`config.mk`:
```
export PLATFORM = sky130hd
export DESIGN_NAME = sprite_mask_reader
export DESIGN_NICKNAME = d
export VERILOG_FILES = /design/src/rtl/sprite_mask_reader.sv
export SDC_FILE = /design/constraint.sdc
export NUM_CORES = 1
export LEC_CHECK = 0
export CORE_MARGIN = 2
export CORE_UTILIZATION = 58
export DETAILED_ROUTE_END_ITERATION = 8
export PLACE_DENSITY = 0.9
export SLEW_MARGIN = 30
export SYNTH_ARGS = -nofsm -noshare
export SYNTH_HDL_FRONTEND = slang
export SYNTH_SLANG_ARGS = --single-unit
```
`constraint.sdc`:
```
create_clock -name clk -period 5.1 [get_ports clk]
set_clock_uncertainty 0.05 [all_clocks]
set_input_delay 1.53 -clock clk [delete_from_list [all_inputs] [get_ports clk]]
set_output_delay 1.53 -clock clk [all_outputs]
set_load 0.01 [all_outputs]
```
`src/rtl/sprite_mask_reader.sv`:
```
// Raster-order reader for the 1-bit sprite transparency mask ROM.
// Walks base + y*width + x with a running address and streams (x, y, opaque) through a 2-entry output FIFO.
module sprite_mask_reader #(
  parameter int unsigned ADDR_W = 10,
  parameter int unsigned DIM_W  = 6
) (
  input  logic              clk,
  input  logic              reset,
  input  logic              start,
  input  logic [ADDR_W-1:0] base_addr,
  input  logic [DIM_W-1:0]  width,
  input  logic [DIM_W-1:0]  height,
  output logic              busy,
  output logic [ADDR_W-1:0] rom_addr,
  input  logic              rom_data,
  output logic              pix_valid,
  input  logic              pix_ready,
  output logic [DIM_W-1:0]  pix_x,
  output logic [DIM_W-1:0]  pix_y,
  output logic              pix_opaque,
  output logic              done
);

  typedef enum logic [1:0] {IDLE, RUN, DRAIN, FINISH} state_e;

  typedef struct packed {
    logic [DIM_W-1:0] x;
    logic [DIM_W-1:0] y;
    logic             opaque;
  } pix_t;

  state_e             state_q, state_d;
  logic [ADDR_W-1:0]  rom_addr_q, rom_addr_d;
  logic [DIM_W-1:0]   width_q, width_d;
  logic [DIM_W-1:0]   height_q, height_d;
  logic [DIM_W-1:0]   x_q, x_d;
  logic [DIM_W-1:0]   y_q, y_d;
  logic               inflight_q, inflight_d;
  logic [DIM_W-1:0]   inf_x_q, inf_x_d;
  logic [DIM_W-1:0]   inf_y_q, inf_y_d;
  pix_t               out_q, out_d;
  logic               out_valid_q, out_valid_d;
  pix_t               skid_q, skid_d;
  logic               skid_valid_q, skid_valid_d;
  logic               busy_q, busy_d;
  logic               done_q, done_d;

  logic               pop;
  logic               issue;
  logic               last_issue;
  logic [1:0]         occ;
  pix_t               cap;

  // Next-state, issue and FIFO logic; the output register is FIFO entry 0, skid is entry 1.
  always_comb begin
    state_d      = state_q;
    rom_addr_d   = rom_addr_q;
    width_d      = width_q;
    height_d     = height_q;
    x_d          = x_q;
    y_d          = y_q;
    inflight_d   = 1'b0;
    inf_x_d      = inf_x_q;
    inf_y_d      = inf_y_q;
    out_d        = out_q;
    out_valid_d  = out_valid_q;
    skid_d       = skid_q;
    skid_valid_d = skid_valid_q;

    pop        = out_valid_q & pix_ready;
    occ        = 2'(out_valid_q) + 2'(skid_valid_q) + 2'(inflight_q);
    issue      = (state_q == RUN) && ((occ < 2'd2) || ((occ == 2'd2) && pop));
    last_issue = (x_q == width_q - DIM_W'(1)) && (y_q == height_q - DIM_W'(1));
    cap        = '{x: inf_x_q, y: inf_y_q, opaque: rom_data};

    if (issue) begin
      inflight_d = 1'b1;
      inf_x_d    = x_q;
      inf_y_d    = y_q;
      rom_addr_d = rom_addr_q + ADDR_W'(1);
      if (x_q == width_q - DIM_W'(1)) begin
        x_d = '0;
        y_d = y_q + DIM_W'(1);
      end else begin
        x_d = x_q + DIM_W'(1);
      end
    end

    if (pop) begin
      if (skid_valid_q) begin
        out_d        = skid_q;
        skid_valid_d = inflight_q;
        if (inflight_q) skid_d = cap;
      end else begin
        out_valid_d = inflight_q;
        if (inflight_q) out_d = cap;
      end
    end else if (inflight_q) begin
      if (!out_valid_q) begin
        out_d       = cap;
        out_valid_d = 1'b1;
      end else begin
        skid_d       = cap;
        skid_valid_d = 1'b1;
      end
    end

    case (state_q)
      IDLE: begin
        if (start) begin
          width_d    = width;
          height_d   = height;
          rom_addr_d = base_addr;
          x_d        = '0;
          y_d        = '0;
          state_d    = ((width == '0) || (height == '0)) ? FINISH : RUN;
        end
      end
      RUN:    if (issue && last_issue) state_d = DRAIN;
      DRAIN:  if (!out_valid_q && !skid_valid_q && !inflight_q) state_d = FINISH;
      FINISH: state_d = IDLE;
      default: state_d = IDLE;
    endcase

    busy_d = (state_d != IDLE);
    done_d = (state_d == FINISH);
  end

  always_ff @(posedge clk) begin
    if (reset) begin
      state_q      <= IDLE;
      rom_addr_q   <= '0;
      width_q      <= '0;
      height_q     <= '0;
      x_q          <= '0;
      y_q          <= '0;
      inflight_q   <= 1'b0;
      inf_x_q      <= '0;
      inf_y_q      <= '0;
      out_q        <= '0;
      out_valid_q  <= 1'b0;
      skid_q       <= '0;
      skid_valid_q <= 1'b0;
      busy_q       <= 1'b0;
      done_q       <= 1'b0;
    end else begin
      state_q      <= state_d;
      rom_addr_q   <= rom_addr_d;
      width_q      <= width_d;
      height_q     <= height_d;
      x_q          <= x_d;
      y_q          <= y_d;
      inflight_q   <= inflight_d;
      inf_x_q      <= inf_x_d;
      inf_y_q      <= inf_y_d;
      out_q        <= out_d;
      out_valid_q  <= out_valid_d;
      skid_q       <= skid_d;
      skid_valid_q <= skid_valid_d;
      busy_q       <= busy_d;
      done_q       <= done_d;
    end
  end

  assign busy       = busy_q;
  assign rom_addr   = rom_addr_q;
  assign pix_valid  = out_valid_q;
  assign pix_x      = out_q.x;
  assign pix_y      = out_q.y;
  assign pix_opaque = out_q.opaque;
  assign done       = done_q;

endmodule

```
======== Yosys cells after proc, flatten, opt, wreduce, memory -nomap -nowiden ========
Index checks and enable logic that the tools add are counted.
operators by class
  $add $sub $neg .......................... 7
  order comparisons ....................... 1
  equality and inequality tests ........... 11
  mux-type cells .......................... 33
  bitwise logic cells ..................... 1
  reduce and logical (&&, ||, !) cells .... 23
operators by type and width
  kind                     number
  $mux W13                 9
  $mux W6                  8
  $mux W10                 3
  $add A6 B1 Y6 const B    2
  $eq A6 B6 Y1             2
  $logic_not A6 Y1         2
  $sub A6 B1 Y6 const B    2
  $add A10 B1 Y10 const B  1
  $eq A2 B2 Y1 const B     4
  $mux W1                  8
  $mux W2                  4
  $pmux W2 S4              1
  $reduce_bool A2 Y1       4
  $logic_and A1 B1 Y1      6
  $ne A2 B2 Y1 const B     3
  $reduce_and A2 Y1        3
  $reduce_and A4 Y1        1
  $logic_not A1 Y1         3
  $reduce_and A3 Y1        1
  $add A1 B1 Y2            1
  $add A2 B1 Y2            1
  $eq A2 B1 Y1 const B     1
  $logic_not A2 Y1         1
  $logic_or A1 B1 Y1       2
  3 further kinds          3
word-level totals
  register bits ........................... 79
  input port bits ......................... 27
  output and inout port bits .............. 26
  word-level logic and storage cells ...... 95

======== Depth between registers and ports, before layout ========
  word-level depth ........................ 10
  mapped depth ............................ 8
  gate-level depth less buffers ........... 7

======== Least setup slack after synthesis ========
No wires, ideal clock.
  path type ............................... input to register
  start point ............................. in pix_ready
  end point ............................... reg state_q[0]
  setup time .............................. 0.114 ns
  arrival time ............................ 2.760 ns
  data required time ...................... 4.936 ns
  slack ................................... 2.176 ns
  stages on the path ...................... 5
  buffers on the path ..................... 0
  cell sequence ........................... nand3b_1 a21oi_2 nand3_2 or4_4 a21bo_1
between the ends
  word-level cells in the longest chain between the ends .. 7
RTL lines
  item                  line  text
  start, declared       17    input logic pix_ready,
  $and A1 B1 Y1         70    pop = out_valid_q & pix_ready;
  $logic_and A1 B1 Y1   72    issue = (state_q == RUN) && ((occ < 2'd2) || ((occ == 2'd2) && pop));
  $logic_or A1 B1 Y1    72
  $logic_and A1 B1 Y1   72
  $logic_and A1 B1 Y1   119   RUN: if (issue && last_issue) state_d = DRAIN;
  $mux W2               119
  $pmux W2 S4           108   case (state_q)
  end signal, assigned  147   state_q <= state_d;
  end, declared         32    state_e state_q, state_d;
Every way passes these cells.
A chain may end at the register's enable or synchronous reset.

======== Final worst setup path ========
  start point ............................. in pix_ready
  end point ............................... reg y_q[4]
between the ends
  word-level cells in the longest chain between the ends .. 7
RTL lines
  item                   line  text
  $and A1 B1 Y1 *        70
  $logic_and A1 B1 Y1 *  72
  $logic_or A1 B1 Y1 *   72
  $logic_and A1 B1 Y1 *  72
  $mux W6 *              76    if (issue) begin
  $mux W6                110   if (start) begin
  $mux W6 *              108
  end signal, assigned   152   y_q <= y_d;
  end, declared          37    logic [DIM_W-1:0] y_q, y_d;
Every way passes the cells marked *; elsewhere a longest branch is shown, timed or not.

==> results.yml <==
status:
  status: "complete, no violations"
synth:
  synth_edf_count: 0
  yosysSeqAreaShare_pct: 43.0
  yosysWarnings: 0
  yosys.cell_count.top_type: "dfxtp_1"
  synth_nets: 459
  syn_inst: 426
  synthesis.area_sq_um: 3680
  synth_area_leaders: "dfxtp_1 (43%), mux2i_1 (7.6%), nand2_1 (6.2%), a21oi_1 (5.6%), a211oi_1 (4.9%)"
  yosys.area.top_type: "dfxtp_1"
  synthTopCellsByCount: "dfxtp_1 (79), nand2_1 (61), nor2_1 (47)"
  synth_ff_type: "dfxtp_1"
  avgSynthCellArea_sq_um: 8.64
  ys_seq_elements: 79
  ys_types: 51
  async_reset_ff_share_pct: 0
  synth_top_area_share_pct: 43.0
critical_path:
  r2r-start: "pix_valid"
  cp-start-kind: "primary input"
  crit_required_ns: 5.34
  critPathKind: "in2reg"
  r2r_cells: 7
  path_max_fanout: 24
  cp.arrival_ns: 3.50
  cp-end-kind: "flop"
  r2r-end: "y_q[4]"
  rrSetupSlack_ns: 2.50
route:
  route.vias.total: 3178
  final_antenna_net_count: 0
  drcViolationCount: 0
  drt-total-wl_um: 8100
  first_pass_iters: 4
  drtIter0Drc: 200
  wl_per_cell_um: 14.8
  via_per_inst: 5.81
global_route:
  overflow: 0
  grt_max_degree: 56
  grt_use_total_pct: 24.2
  antenna_found_initial: 0
  grt_first_pass_wirelength_um: 13700
  grt_pass1_vias: 3055
placement:
  place_inst: 531
  gp_congestion: 0.828
  port_buffers: 52
  hpwl_um: 5450
floorplan:
  dieHeight_um: 83.6
  io_pins: 53
  start_util_pct: 58.9
  fp-row-count: 29
  dieWidth_um: 83.6
  die-area_sq_um: 7000
  core-area_sq_um: 6240
clock_tree:
  cts_tree: "yes"
  holdBufCountCts: 0
  clk_transition_reported_paths_ns: 0.08
  postCtsSetupRepairBufs: 0
  clk_latency_ns: 0.36
  ctsLongestPathBuffers: 2
  numCtsBuffers: 9
  clock_sinks: 79
  post_cts_resized: 0
  cts_max_level: 3
  root_buffer: "clkbuf_8"
sta:
  slew_viol_final: 0
  rsz0062_at_grt: "false"
  finalCriticalPeriod_ns: 3.27
  relSlewSlack_pct: 38.6
  tns_ns: 0
  fin_crit_sh_pct: 64.1
  final_hold_viol_count: 0
  max_freq_mhz: 306
  worst_pin_slew_ns: 0.921
  setup_viol: 0
power_and_ir_drop:
  vdd_drop_max_v: 0.000195
  p_leak_nw: 1.63
  power_density_nw_per_um2: 313
run:
  drv_cap: 0
final_layout:
  seq_area_sq_um: 1580
  fillers: 461
  drive_gt1_share_pct: 6.38
  final_cells: 547
  final_nets: 498
  diodes: 0
  area_delta_synth_final_pct: 20.1
  multi_input_area_sq_um: 1960
hold_path:
  min_delay_path_depth: 2
  whs_endpoint: "height_q[5]"
  hp-start: "height_q[5]"
  min_path_type: "reg2reg"
[through the flow]
stage	hold slack [ns]	util [%]	instance area [sq um]	worst slack, ns	power, mW
after floorplan	0.399	-	3680	2.18	0.813
after global placement	0.411	67.4	4210	1.63	0.889
after detailed placement	0.420	67.4	4210	1.55	0.899
after CTS	0.432	70.8	4420	1.86	1.39
after global routing	0.449	70.8	4420	1.72	1.44
final	0.429	70.8	4420	1.83	1.38
[metal layers]
layer | GRT usage, % | part of all wire [%] | up-vias
met1 | 28.6 | 42 | 1490
met4 | 10.1 | 2.2 | 0
li1 | - | - | 1587
met5 | 0 | 0 | -
met2 | 42.2 | 51 | 86
met3 | 5.44 | 4.5 | 15
[cells in the final DEF, fill, tap and decap left out, drive strengths merged, types with 2 or more instances in the layout]
cell           count
dfxtp             79
nand2             61
clkdlybuf4s50     51
nor2              47
a21oi             42
mux2i             28
a211oi            24
xor2              12
xnor2             12
inv               11
clkbuf            10
nand3              8
and3               7
nand2b             6
nor3               6
nand4              5
ha                 5
or3                5
buf                5
o211ai             4
o21ai              4
or4                4
nor4               4
o2111ai            3
nor3b              2
o31a               2
or2                2
a31oi              2
o31ai              2
[where the power goes]
part	total [mW]	leakage (nW)	internal (mW)	switching, mW
clock network	0.496	0.108	0.247	0.249
registers	0.673	0.643	0.644	0.0283
logic	0.215	0.877	0.101	0.114
[flip-flops by register name, indices dropped and copies added (netlist names), 2 cells and up]
signal,flops
inf_y_q,6
pix_x,6
inf_x_q,6
rom_addr,10
skid_q,13
y_q,6
width_q,6
pix_y,6
x_q,6
height_q,6
state_q,2
[worst max path at each step]
stage          startpoint           to  slack (ns)  depth (start not counted)
6_report        pix_ready       y_q[4]        1.83                          7
5_1_grt         pix_ready       y_q[5]        1.72                          7
4_1_cts         pix_ready       y_q[4]        1.86                          7
3_5_place_dp    pix_ready  rom_addr[7]        1.55                          6
3_3_place_gp    pix_ready   state_q[0]        1.63                          6
2_1_floorplan   pix_ready   state_q[0]        2.18                          5
[critical path, stage by stage]
cell             delay [ns]
clkdlybuf4s50_1        0.57
nand3b_1               0.20
a21oi_2                0.24
buf_4                  0.29
nand2_1                0.12
nor4_1                 0.31
mux2i_1                0.24
[kinds of logic after synthesis]
| logic type | Yosys count | synth area share (%) |
|---|---|---|
| simple gates | 160 | 20.5 |
| compound gates | 94 | 17.1 |
| fa+ha+maj | 6 | 2.24 |
| mux | 28 | 7.62 |
| buf+inv | 35 | 3.81 |
| flops | 79 | 43.0 |
| xor+xnor | 24 | 5.71 |
[layout make-up]
cell class              count  share of cell area, %
clock buffers              10                   3.12
clock inverters             6                   1.67
inverters                   7                  0.595
multi-input cells         312                   44.3
flip-flops and latches     79                   35.8
well taps                  77                   2.18
repair buffers             56                   12.3
(Power assumes the default switching activity.)
